**src/rtl/dir_scheduler_pkg.sv**
```systemverilog
`default_nettype none
// +----------------------------------------------------------------------+
// | dir_scheduler_pkg : direction encodings and helpers for the snake     |
// | move-direction scheduler.           Revision: 1.0                     |
// +----------------------------------------------------------------------+
package dir_scheduler_pkg;

    typedef logic [1:0] dir_t;

    localparam dir_t TOP_DIR   = 2'd0;
    localparam dir_t DOWN_DIR  = 2'd1;
    localparam dir_t LEFT_DIR  = 2'd2;
    localparam dir_t RIGHT_DIR = 2'd3;

    // Opposite direction by explicit comparison, so any encoding change stays safe.
    function automatic dir_t opp_dir(input dir_t d);
        dir_t r;
        if (d == TOP_DIR)       r = DOWN_DIR;
        else if (d == DOWN_DIR) r = TOP_DIR;
        else if (d == LEFT_DIR) r = RIGHT_DIR;
        else                    r = LEFT_DIR;
        return r;
    endfunction

endpackage
`default_nettype wire

```
**src/rtl/dir_scheduler_if.sv**
```systemverilog
`default_nettype none
// +----------------------------------------------------------------------+
// | dir_scheduler_if : key/tick inputs and direction outputs of the       |
// | scheduler.                          Revision: 1.0                     |
// +----------------------------------------------------------------------+
interface dir_scheduler_if #(
    parameter int DEPTH = 4
);
    logic                           iK_Left;
    logic                           iK_Right;
    logic                           iK_Up;
    logic                           iK_Down;
    logic                           iTick;
    logic                           iEnable;
    logic                           iClear;
    logic [1:0]                     oDirection;
    logic                           oStep;
    logic [$clog2(DEPTH+1)-1:0]     oCount;
    logic                           oOverflow;

    modport master (
        output iK_Left, iK_Right, iK_Up, iK_Down, iTick, iEnable, iClear,
        input  oDirection, oStep, oCount, oOverflow
    );

    modport slave (
        input  iK_Left, iK_Right, iK_Up, iK_Down, iTick, iEnable, iClear,
        output oDirection, oStep, oCount, oOverflow
    );
endinterface
`default_nettype wire

```
**src/rtl/dir_fifo.sv**
```systemverilog
`default_nettype none
// +----------------------------------------------------------------------+
// | dir_fifo : 2-bit wide direction queue, synchronous push/pop/flush.    |
// |                                     Revision: 1.0                     |
// +----------------------------------------------------------------------+
module dir_fifo #(
    parameter  int DEPTH = 4,
    localparam int AW    = $clog2(DEPTH),
    localparam int CW    = $clog2(DEPTH+1)
) (
    input  wire logic           iClk,
    input  wire logic           iRst_n,
    input  wire logic           iClear,
    input  wire logic           iPush,
    input  wire logic           iPop,
    input  wire logic [1:0]     iData,
    output logic                oFull,
    output logic                oEmpty,
    output logic [CW-1:0]       oCount,
    output logic [1:0]          oHead,
    output logic [1:0]          oTail
);
    logic [1:0]    r_mem [DEPTH];
    logic [AW-1:0] r_wr_ptr;
    logic [AW-1:0] r_rd_ptr;
    logic [CW-1:0] r_count;
    logic          w_pop_ok;
    logic          w_push_ok;

    assign oFull     = (r_count == CW'(DEPTH));
    assign oEmpty    = (r_count == '0);
    assign oCount    = r_count;
    assign oHead     = r_mem[r_rd_ptr];
    assign oTail     = r_mem[r_wr_ptr - AW'(1)];

    // A pop in the same cycle frees a slot, so a full queue can still accept a push.
    assign w_pop_ok  = iPop && !oEmpty;
    assign w_push_ok = iPush && (!oFull || w_pop_ok);

    always_ff @(posedge iClk) begin
        if (w_push_ok && !iClear)
            r_mem[r_wr_ptr] <= iData;
    end

    always_ff @(posedge iClk or negedge iRst_n) begin
        if (!iRst_n) begin
            r_wr_ptr <= '0;
            r_rd_ptr <= '0;
            r_count  <= '0;
        end else if (iClear) begin
            r_wr_ptr <= '0;
            r_rd_ptr <= '0;
            r_count  <= '0;
        end else begin
            if (w_push_ok) r_wr_ptr <= r_wr_ptr + AW'(1);
            if (w_pop_ok)  r_rd_ptr <= r_rd_ptr + AW'(1);
            case ({w_push_ok, w_pop_ok})
                2'b10:   r_count <= r_count + CW'(1);
                2'b01:   r_count <= r_count - CW'(1);
                default: r_count <= r_count;
            endcase
        end
    end
endmodule
`default_nettype wire

```
**src/rtl/dir_scheduler.sv**
```systemverilog
`default_nettype none
// +----------------------------------------------------------------------+
// | dir_scheduler : queues debounced key presses, applies one direction   |
// | per game tick.                      Revision: 1.0                     |
// +----------------------------------------------------------------------+
module dir_scheduler
    import dir_scheduler_pkg::*;
#(
    parameter int DEPTH         = 4,
    parameter int ALLOW_REVERSE = 0
) (
    input  wire logic          iClk,
    input  wire logic          iRst_n,
    dir_scheduler_if.slave     bus
);
    localparam int CW = $clog2(DEPTH+1);

    logic          w_active;
    logic          w_tick;
    logic          w_pop;
    logic          w_key_valid;
    dir_t          w_cand;
    dir_t          w_tail;
    logic          w_reject;
    logic          w_push_req;
    logic          w_drop;
    logic          w_full;
    logic          w_empty;
    logic [CW-1:0] w_count;
    dir_t          w_head;
    dir_t          w_fifo_tail;
    dir_t          r_direction;
    logic          r_step;
    logic          r_overflow;

    assign w_active    = bus.iEnable && !bus.iClear;
    assign w_tick      = w_active && bus.iTick;
    assign w_pop       = w_tick && !w_empty;
    assign w_key_valid = bus.iK_Up || bus.iK_Down || bus.iK_Left || bus.iK_Right;

    always_comb begin
        w_cand = RIGHT_DIR;
        if (bus.iK_Up)        w_cand = TOP_DIR;
        else if (bus.iK_Down) w_cand = DOWN_DIR;
        else if (bus.iK_Left) w_cand = LEFT_DIR;
    end

    // The pre-pop tail equals the post-pop tail: a popped last entry becomes r_direction.
    assign w_tail     = w_empty ? r_direction : w_fifo_tail;
    assign w_reject   = (w_cand == w_tail) ||
                        ((ALLOW_REVERSE == 0) && (w_cand == opp_dir(w_tail)));
    assign w_push_req = w_active && w_key_valid && !w_reject;
    assign w_drop     = w_push_req && w_full && !w_pop;

    dir_fifo #(
        .DEPTH (DEPTH)
    ) u_fifo (
        .iClk   (iClk),
        .iRst_n (iRst_n),
        .iClear (bus.iClear),
        .iPush  (w_push_req),
        .iPop   (w_pop),
        .iData  (w_cand),
        .oFull  (w_full),
        .oEmpty (w_empty),
        .oCount (w_count),
        .oHead  (w_head),
        .oTail  (w_fifo_tail)
    );

    always_ff @(posedge iClk or negedge iRst_n) begin
        if (!iRst_n) begin
            r_direction <= TOP_DIR;
            r_step      <= 1'b0;
            r_overflow  <= 1'b0;
        end else if (bus.iClear) begin
            r_direction <= TOP_DIR;
            r_step      <= 1'b0;
            r_overflow  <= 1'b0;
        end else begin
            if (w_pop) r_direction <= w_head;
            r_step     <= w_tick;
            r_overflow <= r_overflow || w_drop;
        end
    end

    assign bus.oDirection = r_direction;
    assign bus.oStep      = r_step;
    assign bus.oCount     = w_count;
    assign bus.oOverflow  = r_overflow;
endmodule
`default_nettype wire

```
**src/flat_wrapper.sv**
```systemverilog
// flat-port wrapper written by rule: the top's interface ports become plain ports
module dir_scheduler_flat import dir_scheduler_pkg::*;
#(
    parameter int DEPTH         = 4,
    parameter int ALLOW_REVERSE = 0
)
  (iClk, iRst_n, bus_iK_Left, bus_iK_Right, bus_iK_Up, bus_iK_Down, bus_iTick, bus_iEnable, bus_iClear, bus_oDirection, bus_oStep, bus_oCount, bus_oOverflow);
  dir_scheduler_if #(.DEPTH(DEPTH)) bus_i ();
  input  wire logic iClk;
  input  wire logic iRst_n;
  input wire logic [$bits(bus_i.iK_Left)-1:0] bus_iK_Left;
  input wire logic [$bits(bus_i.iK_Right)-1:0] bus_iK_Right;
  input wire logic [$bits(bus_i.iK_Up)-1:0] bus_iK_Up;
  input wire logic [$bits(bus_i.iK_Down)-1:0] bus_iK_Down;
  input wire logic [$bits(bus_i.iTick)-1:0] bus_iTick;
  input wire logic [$bits(bus_i.iEnable)-1:0] bus_iEnable;
  input wire logic [$bits(bus_i.iClear)-1:0] bus_iClear;
  output wire logic [$bits(bus_i.oDirection)-1:0] bus_oDirection;
  output wire logic [$bits(bus_i.oStep)-1:0] bus_oStep;
  output wire logic [$bits(bus_i.oCount)-1:0] bus_oCount;
  output wire logic [$bits(bus_i.oOverflow)-1:0] bus_oOverflow;
  assign bus_i.iK_Left = bus_iK_Left;
  assign bus_i.iK_Right = bus_iK_Right;
  assign bus_i.iK_Up = bus_iK_Up;
  assign bus_i.iK_Down = bus_iK_Down;
  assign bus_i.iTick = bus_iTick;
  assign bus_i.iEnable = bus_iEnable;
  assign bus_i.iClear = bus_iClear;
  assign bus_oDirection = bus_i.oDirection;
  assign bus_oStep = bus_i.oStep;
  assign bus_oCount = bus_i.oCount;
  assign bus_oOverflow = bus_i.oOverflow;
  dir_scheduler #(.DEPTH(DEPTH), .ALLOW_REVERSE(ALLOW_REVERSE)) u_core (.iClk(iClk), .iRst_n(iRst_n), .bus(bus_i));
endmodule
```
**config.mk**
```make
export PLATFORM = sky130hd
export DESIGN_NAME = dir_scheduler_flat
export DESIGN_NICKNAME = d
export VERILOG_FILES = /design/src/rtl/dir_scheduler_pkg.sv /design/src/rtl/dir_scheduler_if.sv /design/src/rtl/dir_fifo.sv /design/src/rtl/dir_scheduler.sv /design/src/flat_wrapper.sv
export SDC_FILE = /design/constraint.sdc
export NUM_CORES = 1
export LEC_CHECK = 0
export ABC_AREA = 1
export BUFFER_PORTS_ARGS = -buffer_cell sky130_fd_sc_hd__buf_4
export CORE_MARGIN = 5
export CORE_UTILIZATION = 50
export DETAILED_ROUTE_END_ITERATION = 7
export PLACE_DENSITY = 0.76
export SYNTH_ARGS = -nofsm -noshare
export SYNTH_HDL_FRONTEND = slang
export SYNTH_SLANG_ARGS = --single-unit
export TNS_END_PERCENT = 5
```
**constraint.sdc**
```tcl
create_clock -name iClk -period 2.3 [get_ports iClk]
set_input_delay 0.115 -clock iClk [delete_from_list [all_inputs] [get_ports iClk]]
set_output_delay 0.115 -clock iClk [all_outputs]
set_load 0.05 [all_outputs]
```
==> results_dict.tcl <==
set metrics [dict create \
    run_status "finished clean" \
    vdd_drop_max_mv 0.6313 \
    syn_avg_cell_area_um2 8.645 \
    crit_fanout 3 \
    dr_wl_met2_um 1083 \
    p_clk_share_pct 12.5 \
    numCtsBuffers 3 \
    worst_pin_slew_ns 0.2540 \
    async_reset_ff_share_pct 57.89 \
    start_util_pct 52.08 \
    seqPwrFrac_pct 33.5 \
    dominantRegCellSynth "dfrtp_1" \
    drc_errors 0 \
    fin_crit_sh_pct 94.25 \
    ys_types 27 \
    final_common_cell "nand2_1" \
    power.total_mw 1.330 \
    gp_congestion 0.8426 \
    die_h_um 57.77 \
    place_area_um2 1326 \
    antenna_found_initial 0 \
    p_per_area_nw_per_um2 954.9 \
    p_switching_mw 0.5973 \
    routedWlPerCell_um 12.58 \
    arrival_ns 2.36 \
    final_cell_mix "27 x nand2_1, 21 x buf_4, 19 x inv_1, 11 x nor2_1, 11 x dfrtp_1" \
    drtAntennaViolNets 0 \
    path_clk_slew_ns 0.11 \
    h-tree-depth 1 \
    netlist_instances 132 \
    endpoint_kind "register" \
    multi_input_area_um2 546.8 \
    ys_seq_area_share_pct 45.18 \
    synthTopCellsByArea "dfrtp_1 24%, edfxtp_1 21%, nand2_1 8.9%, inv_1 6.3%, ha_1 4.4%" \
    grt_usage_pct 15.69 \
    seqCellArea_um2 515.5 \
    area_growth_pct 22.04 \
    diodes 0 \
    maxUsedRoutingLayer "met4" \
    vias_per_cell 4.855 \
    fin_area_um2 1393 \
    finClkSkew_ns 0.008754 \
    die_w_um 57.77 \
    fmax_ghz 0.4613 \
    cts-root-buf "clkbuf_4" \
    dp_hpwl_um 1901 \
    cts.sinks 19 \
    mappedNetlistArea_um2 1141 \
    grt_pass1_vias 923 \
    met1_length_um 1103 \
    hold_violations 0 \
    slew_headroom_pct 82.89 \
    fillers 188 \
    clock_latency_ns 0.29 \
    p_leak_nw 0.6690 \
    ys_ff_latch 19 \
    crit_required_ns 2.50 \
    yosysTopAreaCell "dfrtp_1" \
    clockBufferDepth 2 \
    yosys_warnings 0 \
    dp.cells 180 \
    layout-drive-gt1-share_pct 32.28 \
    final_cells 186 \
    die-area_um2 3337 \
    startpoint_type "register" \
    criticalPathCategory "reg -> reg" \
    switching_share_pct 44.92 \
    cellInternalPower_mw 0.7324 \
    grt_pass1_wl_um 3988 \
    drv_slew 0 \
    portBuffers 15 \
    core_area_um2 2191 \
    pwr-share-comb_pct 54.0 \
    cts_tree "built" \
    period_needed_ns 2.168 \
    wl_met3_um 128 \
    drv_cap 0 \
    syn-num-nets 146 \
    vias 903 \
    io_pins 16 \
    overflow 0 \
    dr.pass1.iters 4 \
    synth_top_area_share_pct 24.12 \
    fin_ws_ns 0.1323 \
    num_rows 17 \
    routed_wl_um 2340 \
    finalSetupViolations 0 \
    synth-edff-count 8 \
    drt_iter0_drc 11 \
    pre_cts_ws_ns 0.06460 \
    layout.nets 173 \
    grt_max_degree 12 \
    min_path_type "in -> reg" \
]
[path summary, 6_finish.rpt]
check | start | endpoint | slack, ns | depth (start not counted)
max reg2reg | u_core.u_fifo.r_wr_ptr[0] | u_core.u_fifo.oCount[2] | 0.13 | 16
max | u_core.u_fifo.r_wr_ptr[0] | u_core.u_fifo.oCount[2] | 0.13 | 16
min in group asynchronous | iRst_n | u_core.bus.oDirection[0] | 0.18 | 2
min reg2reg | u_core.u_fifo.r_rd_ptr[1] | u_core.u_fifo.r_rd_ptr[1] | 0.53 | 1
min | bus_iClear | u_core.bus.oOverflow | 0.03 | 2
max in group asynchronous | iRst_n | u_core.u_fifo.r_wr_ptr[0] | 1.96 | 2
[cells in the mapped netlist, types with 3 or more instances]
cell / number
nand2_1: 27
nor2_4: 3
inv_1: 19
o21ai_0: 4
edfxtp_1: 8
nand3_2: 4
ha_1: 4
nand2_2: 4
nand3_1: 9
nor2_1: 11
dfrtp_1: 11
o21ai_1: 3
a21oi_1: 4
inv_2: 5
[routing by layer]
layer  global-route usage, %  vias up
met2                   25.65       18
met5                       0        -
met3                   4.677        2
met4                   5.960        0
li1                        -      474
met1                   19.44      409
[power groups by stage]
stage / logic [mW] / registers, mW / clock network (mW)
6_report: 0.718 / 0.446 / 0.166
5_1_grt: 0.789 / 0.454 / 0.190
4_1_cts: 0.691 / 0.443 / 0.172
3_5_place_dp: 0.687 / 0.450 / 0
3_3_place_gp: 0.673 / 0.448 / 0
2_1_floorplan: 0.385 / 0.561 / 0
[area by class of cell]
class | instances | area share, %
clock buffers | 4 | 1.887
inverters | 26 | 7.278
multi-input cells | 87 | 39.26
flip-flops and latches | 19 | 37.02
well taps | 28 | 2.516
repair buffers | 22 | 12.04
[flip-flops by register name (all words and copies together), names as in the netlist]
name,cells
u_core.u_fifo.r_mem,8
u_core.u_fifo.oCount,3
u_core.bus.oDirection,2
u_core.u_fifo.r_rd_ptr,2
u_core.u_fifo.r_wr_ptr,2
u_core.bus.oOverflow,1
u_core.bus.oStep,1
[cells by family after synthesis]
kind of cell | count (synthesis) | synth area share [%]
xor+xnor | 1 | 0.7677
compound gates | 15 | 7.347
simple gates | 66 | 31.69
fa+ha+maj | 5 | 6.141
buf+inv | 26 | 8.882
flops | 19 | 45.18
[through the flow]
| stage | util (%) | setup TNS (ns) | hold slack [ns] |
|---|---|---|---|
| 3_5_place_dp | 60.54 | 0 | -0.03731 |
| 5_1_grt | 63.56 | -0.01626 | 0.02098 |
| 3_3_place_gp | 60.54 | 0 | -0.03970 |
| 6_report | 63.56 | 0 | 0.02772 |
| 4_1_cts | 62.19 | 0 | 0.02308 |
| 2_1_floorplan | - | 0 | -0.1806 |
[critical path, stage by stage (launching register included)]
cell,delay (ns)
dfrtp_1,0.39
inv_2,0.06
ha_4,0.27
inv_1,0.06
nand3_1,0.09
nand3_2,0.08
nand3_2,0.08
nand3_4,0.07
nand2_1,0.09
inv_1,0.06
fa_2,0.35
xnor2_2,0.20
inv_1,0.07
nand2_1,0.06
nand2_1,0.04
nand3_1,0.06
nand2_1,0.05
[timing repair]
item                                    4_1_cts  5_1_grt
endpoints found under the setup margin        0        1
hold endpoints to repair                     11        0
hold buffers                                  1        0
resized for setup                             0        3
buffers inserted                              0        1
No activity file was read; power rests on OpenSTA's default activity.
